<file path="src/rtl/pattern_ram_arbiter.sv">
// Arbiter for the single-port pattern RAM: scan-out reads always win, HPS ioctl
// download writes are queued in a small FIFO and committed on idle RAM cycles.
module pattern_ram_arbiter #(
  parameter int unsigned AW         = 17,
  parameter int unsigned DW         = 8,
  parameter int unsigned FIFO_DEPTH = 4,
  parameter int unsigned ADDR_LIMIT = 76800
) (
  input  logic          clk,
  input  logic          reset_n,
  input  logic          ioctl_download,
  input  logic          ioctl_wr,
  input  logic [AW-1:0] ioctl_addr,
  input  logic [DW-1:0] ioctl_data,
  output logic          ioctl_wait,
  input  logic          vid_req,
  input  logic [AW-1:0] vid_addr,
  output logic [DW-1:0] vid_data,
  output logic          vid_valid,
  output logic [AW-1:0] ram_addr,
  output logic          ram_we,
  output logic [DW-1:0] ram_wdata,
  input  logic [DW-1:0] ram_rdata,
  output logic          load_busy,
  output logic          load_done,
  output logic          overflow,
  output logic [AW-1:0] wr_count
);

  localparam int unsigned    PW       = $clog2(FIFO_DEPTH);
  localparam logic [PW:0]    FULL_CNT = (PW+1)'(FIFO_DEPTH);
  localparam logic [AW-1:0]  LIMIT    = AW'(ADDR_LIMIT);

  typedef enum logic [1:0] {
    ST_IDLE,
    ST_LOAD,
    ST_DRAIN
  } state_t;

  state_t          r_state;
  state_t          w_next_state;
  logic            r_dl_d;
  logic            w_rise;
  logic            w_fall;
  logic            w_enter_load;
  logic            w_load_done;

  logic [AW-1:0]   r_fifo_addr [FIFO_DEPTH];
  logic [DW-1:0]   r_fifo_data [FIFO_DEPTH];
  logic [PW-1:0]   r_wr_ptr;
  logic [PW-1:0]   r_rd_ptr;
  logic [PW:0]     r_count;
  logic            w_empty;
  logic            w_full;
  logic            w_push_req;
  logic            w_push;
  logic            w_pop;
  logic            w_drop;

  logic [AW-1:0]   r_last_addr;
  logic [AW-1:0]   w_ram_addr;
  logic            w_ram_we;
  logic [DW-1:0]   w_ram_wdata;
  logic            r_rd_pend;
  logic            r_vid_valid;
  logic [DW-1:0]   r_vid_data;
  logic            r_overflow;
  logic [AW-1:0]   r_wr_count;

  assign w_rise     = ioctl_download & ~r_dl_d;
  assign w_fall     = ~ioctl_download & r_dl_d;
  assign w_empty    = (r_count == '0);
  assign w_full     = (r_count == FULL_CNT);
  assign w_pop      = ~vid_req & ~w_empty;
  assign w_push_req = (r_state == ST_LOAD) & ioctl_wr & (ioctl_addr < LIMIT);
  assign w_push     = w_push_req & (~w_full | w_pop);
  assign w_drop     = w_push_req & w_full & ~w_pop;

  always_ff @(posedge clk or negedge reset_n) begin
    if (!reset_n) begin
      r_state <= ST_IDLE;
      r_dl_d  <= 1'b0;
    end else begin
      r_state <= w_next_state;
      r_dl_d  <= ioctl_download;
    end
  end

  // Leaving DRAIN checks the download level: it can only be high there after a
  // new rising edge, which is held until the queue has emptied.
  always_comb begin
    w_next_state = r_state;
    w_enter_load = 1'b0;
    w_load_done  = 1'b0;
    case (r_state)
      ST_IDLE: begin
        if (w_rise) begin
          w_next_state = ST_LOAD;
          w_enter_load = 1'b1;
        end
      end
      ST_LOAD: begin
        if (w_fall) w_next_state = ST_DRAIN;
      end
      ST_DRAIN: begin
        if (w_empty) begin
          if (ioctl_download) begin
            w_next_state = ST_LOAD;
            w_enter_load = 1'b1;
          end else begin
            w_next_state = ST_IDLE;
            w_load_done  = 1'b1;
          end
        end
      end
      default: w_next_state = ST_IDLE;
    endcase
  end

  always_ff @(posedge clk) begin
    if (w_push) begin
      r_fifo_addr[r_wr_ptr] <= ioctl_addr;
      r_fifo_data[r_wr_ptr] <= ioctl_data;
    end
  end

  always_ff @(posedge clk or negedge reset_n) begin
    if (!reset_n) begin
      r_wr_ptr <= '0;
      r_rd_ptr <= '0;
      r_count  <= '0;
    end else begin
      if (w_push) r_wr_ptr <= r_wr_ptr + 1'b1;
      if (w_pop)  r_rd_ptr <= r_rd_ptr + 1'b1;
      case ({w_push, w_pop})
        2'b10:   r_count <= r_count + 1'b1;
        2'b01:   r_count <= r_count - 1'b1;
        default: r_count <= r_count;
      endcase
    end
  end

  always_comb begin
    w_ram_addr  = r_last_addr;
    w_ram_we    = 1'b0;
    w_ram_wdata = '0;
    if (vid_req) begin
      w_ram_addr = vid_addr;
    end else if (w_pop) begin
      w_ram_addr  = r_fifo_addr[r_rd_ptr];
      w_ram_wdata = r_fifo_data[r_rd_ptr];
      w_ram_we    = 1'b1;
    end
  end

  always_ff @(posedge clk or negedge reset_n) begin
    if (!reset_n) begin
      r_last_addr <= '0;
      r_rd_pend   <= 1'b0;
      r_vid_valid <= 1'b0;
      r_vid_data  <= '0;
    end else begin
      if (vid_req | w_pop) r_last_addr <= w_ram_addr;
      r_rd_pend   <= vid_req;
      r_vid_valid <= r_rd_pend;
      if (r_rd_pend) r_vid_data <= ram_rdata;
    end
  end

  always_ff @(posedge clk or negedge reset_n) begin
    if (!reset_n) begin
      r_overflow <= 1'b0;
      r_wr_count <= '0;
    end else begin
      if (w_enter_load)  r_overflow <= 1'b0;
      else if (w_drop)   r_overflow <= 1'b1;
      if (w_enter_load)                    r_wr_count <= '0;
      else if (w_pop && r_wr_count != '1)  r_wr_count <= r_wr_count + 1'b1;
    end
  end

  assign ioctl_wait = w_full;
  assign vid_data   = r_vid_data;
  assign vid_valid  = r_vid_valid;
  assign ram_addr   = w_ram_addr;
  assign ram_we     = w_ram_we;
  assign ram_wdata  = w_ram_wdata;
  assign load_busy  = (r_state != ST_IDLE);
  assign load_done  = w_load_done;
  assign overflow   = r_overflow;
  assign wr_count   = r_wr_count;

endmodule

</file>
<file path="config.mk">
export PLATFORM = sky130hd
export DESIGN_NAME = pattern_ram_arbiter
export DESIGN_NICKNAME = d
export VERILOG_FILES = /design/src/rtl/pattern_ram_arbiter.sv
export SDC_FILE = /design/constraint.sdc
export NUM_CORES = 1
export LEC_CHECK = 0
export ABC_AREA = 1
export CORE_MARGIN = 4
export CORE_UTILIZATION = 45
export DETAILED_ROUTE_END_ITERATION = 8
export PLACE_DENSITY = 0.8
export SLEW_MARGIN = 20
export SYNTH_ARGS = -nofsm -noshare
export SYNTH_HDL_FRONTEND = slang
export SYNTH_SLANG_ARGS = --single-unit
</file>
<file path="constraint.sdc">
create_clock -name clk -period 3.1 [get_ports clk]
set_clock_uncertainty 0.2 [all_clocks]
set_input_delay 0.31 -clock clk [delete_from_list [all_inputs] [get_ports clk]]
set_output_delay 0.31 -clock clk [all_outputs]
set_load 0.01 [all_outputs]
</file>
==> flow_metrics.env <==
export IMPL_run_status="completed"
export IMPL_boundaryPins=111
export IMPL_final_setup_tns_ns=0
export IMPL_globalRoute_busiestLayer="met2"
export IMPL_timing_worst_setup_path_type="flip-flop to output pin"
export IMPL_dr_pass1_iters=4
export IMPL_layout_common_cells="sky130_fd_sc_hd__nand2_1, sky130_fd_sc_hd__clkdlybuf4s50_1, sky130_fd_sc_hd__edfxtp_1, sky130_fd_sc_hd__nor2_1, sky130_fd_sc_hd__nand3_1"
export IMPL_seq_power_share_pct=37.7
export IMPL_synth_cell_area_um2=6670
export IMPL_maxcap_viol_count=0
export IMPL_cts_sinks=155
export IMPL_layout_filler_cells=1174
export IMPL_timing_hold_worst_class="primary input to asynchronous set/reset pin"
export IMPL_period_needed_ns=2.91
export IMPL_critPathArrivalTime_ns=2.40
export IMPL_dieHeight_um=130
export IMPL_design_core_area_um2=14500
export IMPL_min_period_over_period_pct=94.0
export IMPL_finalPower_mw=7.04
export IMPL_crit_slowest_cell="sky130_fd_sc_hd__clkdlybuf4s50_1"
export IMPL_synthArstFlopShare_pct=35.5
export IMPL_clkTransAtPathRegs_ns=0.07
export IMPL_number_of_antenna_violations_at_the_first_check_in_global_routing=0
export IMPL_grt_util_met1_pct=23.5
export IMPL_post_drt_wl_per_cell_um=16.5
export IMPL_share_clk_of_total_power_pct=30.0
export IMPL_grt_setup_unrepaired="no"
export IMPL_grt_first_pass_wirelength_mm=25.0
export IMPL_combinational_cell_fraction_of_total_power_pct=32.3
export IMPL_route_final_wire_length_mm=15.6
export IMPL_startpoint_type="flip-flop"
export IMPL_portBuffers=110
export IMPL_synth_cells=627
export IMPL_highest_attainable_clock_frequency_ghz=0.343
export IMPL_met3_usage_pct=5.08
export IMPL_detail_route_antenna_nets=0
export IMPL_mostFrequentLayoutCell="sky130_fd_sc_hd__nand2_1"
export IMPL_report_final_slew_viol_count=0
export IMPL_initial_utilization_pct=45.9
export IMPL_met2_usage_grt_pct=33.0
export IMPL_dpl_hpwl_mm=10.2
export IMPL_peakVddDrop_mv=0.412
export IMPL_count_of_distinct_cell_types_in_the_synthesized_netlist=34
export IMPL_max_clock_path_buffers=2
export IMPL_final_net_count=810
export IMPL_rows=44
export IMPL_n_antenna_cell=0
export IMPL_insertion_delay_ns=0.43
export IMPL_cell_by_cell_trace_of_the_critical_path="inv_2 > buf_4 > o21ai_0 > a21oi_1 > clkdlybuf4s50_1"
export IMPL_synth_edf_count=100
export IMPL_ys_warnings_count=0
export IMPL_sw_frac_of_total_pct=33.9
export IMPL_first_global_vias=5038
export IMPL_fp_dieArea_um2=16800
export IMPL_postSynthRegisterBits=155
export IMPL_hold_viol_final=0
export IMPL_detail_route_drc_violations=0
export IMPL_seq_area_frac_synth_pct=65.6
export IMPL_top_fanout_value_on_the_critical_path=25
export IMPL_initialDrtViolationCount=410
export IMPL_final_seq_area_um2=4380
export IMPL_cts_root_buffer_cell="sky130_fd_sc_hd__clkbuf_16"
export IMPL_grt_util_all_layers_pct=19.3
export IMPL_cts_htree_levels=4
export IMPL_synthesis_area_per_instance_um2=10.6
export IMPL_net_count_after_synthesis=689
export IMPL_reg2reg_setup_slack_ns=0.61
export IMPL_delay_of_the_slowest_cell_on_the_worst_path_ns=0.59
export IMPL_grt_max_degree=62
export IMPL_p_int_mw=4.66
export IMPL_multi_input_comb_area_um2=2000
export IMPL_gr_total_overflow=0
export IMPL_vias_per_cell=5.30
export IMPL_tritoncts="yes"
export IMPL_most_frequently_used_flop_master_after_synthesis="sky130_fd_sc_hd__edfxtp_1"
export IMPL_slew_headroom_pct=65.5
export IMPL_area_growth_synth_to_final_pct=29.5
export IMPL_tritoncts_num_buffers=17
export IMPL_timing_rr_start="wr_count[0]"
export IMPL_timing_critical_path_required_ns=2.59
export IMPL_critical_path_reg2reg_endpoint="wr_count[12]"
export IMPL_timing_final_setup_violations=0
export IMPL_die_w_um=130
export IMPL_pwr_per_cell_area_nw_per_um2=815
export IMPL_power_static_leakage_nw=3.42
export IMPL_finalWeightedCongestion=0.847
export IMPL_dr_total_vias=5004
export IMPL_rr_worst_depth=12
export IMPL_power_switching_mw=2.39
export IMPL_post_route_cells_drive_above_1_share_pct=9.86
export IMPL_max_slew_worst_pin_slew_ns=0.517
export IMPL_nature_of_the_critical_path_endpoint="output pin"
==> how the worst max path moves through the flow <==
stage	start	to	slack (ns)	cells after the start
CTS	r_rd_ptr[1]	ram_addr[12]	0.05	6
global route	r_count[0]	ram_addr[6]	0.003	8
finish	r_rd_ptr[0]	ram_wdata[2]	0.19	5
floorplan	r_state[1]	r_fifo_addr[0][0]	0.35	7
global placement	ioctl_addr[15]	r_fifo_data[0][4]	0.52	9
detailed placement	ioctl_addr[15]	r_fifo_data[0][4]	0.44	9
==> power by group through the flow <==
stage / clock [mW] / sequential, mW / combinational (mW)
floorplan: 0 / 2.67 / 1.38
global placement: 0 / 2.67 / 2.22
detailed placement: 0 / 2.69 / 2.27
CTS: 2.14 / 2.65 / 2.29
global route: 2.24 / 2.68 / 2.55
finish: 2.11 / 2.65 / 2.28
==> area by class of cell <==
cell class,count,area share (%)
Clock inverter,14,1.84
Multi-Input combinational cell,401,23.2
Clock buffer,18,5.21
Inverter,46,2.03
Tap cell,184,2.66
Sequential cell,155,50.7
Timing Repair Buffer,127,14.4
==> Yosys cell counts (all sizes together), types with 2 or more instances <==
library cell,count,area (um2)
a21oi,29,149
a22oi,5,37.5
buf,16,93.8
clkbuf,9,33.8
dfrtp,55,1380
edfxtp,100,3000
ha,6,75.1
inv,46,173
mux2,8,90.1
nand2,119,462
nand3,68,340
nand4,13,96.3
nor2,79,309
nor3,3,15.0
nor4,2,12.5
o21ai,51,259
o21bai,2,15.0
o22ai,7,43.8
xor2,5,43.8
==> worst max-delay path: cells and delay by family, from the launching register on <==
family                 cells  cell delay (ns)
AO/OA/AOI/OAI              2             0.33
flip-flops                 1             0.41
buffers and inverters      3             1.22
==> through the flow <==
stage               cell area [um2]  instances  utilization (%)  hold slack (ns)  setup WS, ns
floorplan                      6670        627                -           -0.186         0.352
global placement               8010        912             55.1            0.116         0.516
detailed placement             8010        912             55.1            0.116         0.437
CTS                            8630        945             59.4            0.190        0.0499
global route                   8640        945             59.4            0.196       0.00316
finish                         8640        945             59.4            0.195         0.185
==> flip-flops by register name, summed over array words and instances, names as in the netlist <==
name,count
r_fifo_addr,68
r_fifo_data,32
r_last_addr,17
wr_count,17
vid_data,8
r_count,3
r_rd_ptr,2
r_state,2
r_wr_ptr,2
overflow,1
r_dl_d,1
r_rd_pend,1
vid_valid,1
==> repair_timing <==
action	4_1_cts	5_1_grt
endpoints found under the setup margin	0	6
resized for setup	0	3
hold endpoints to repair	21	0
hold buffers	1	0
setup buffers	0	0
==> kinds of logic (layout without fill, tap and decap cells) <==
kind of cell    count (synthesis)  in the layout  share of synthesized area (%)
buf+inv                        71            205                           4.50
simple gates                  284            284                           18.5
fa+ha+maj                       7              7                           1.43
xor+xnor                        5              5                          0.656
mux                             8              8                           1.35
flops                         155            155                           65.6
compound gates                 97             97                           7.91
==> routing by layer <==
metal | wire length, um | vias up
li1 | - | 2413
met1 | 6460 | 2388
met2 | 7830 | 179
met3 | 962 | 24
met4 | 320 | 0
met5 | 0 | -
Power figures use the tool's default switching activity.
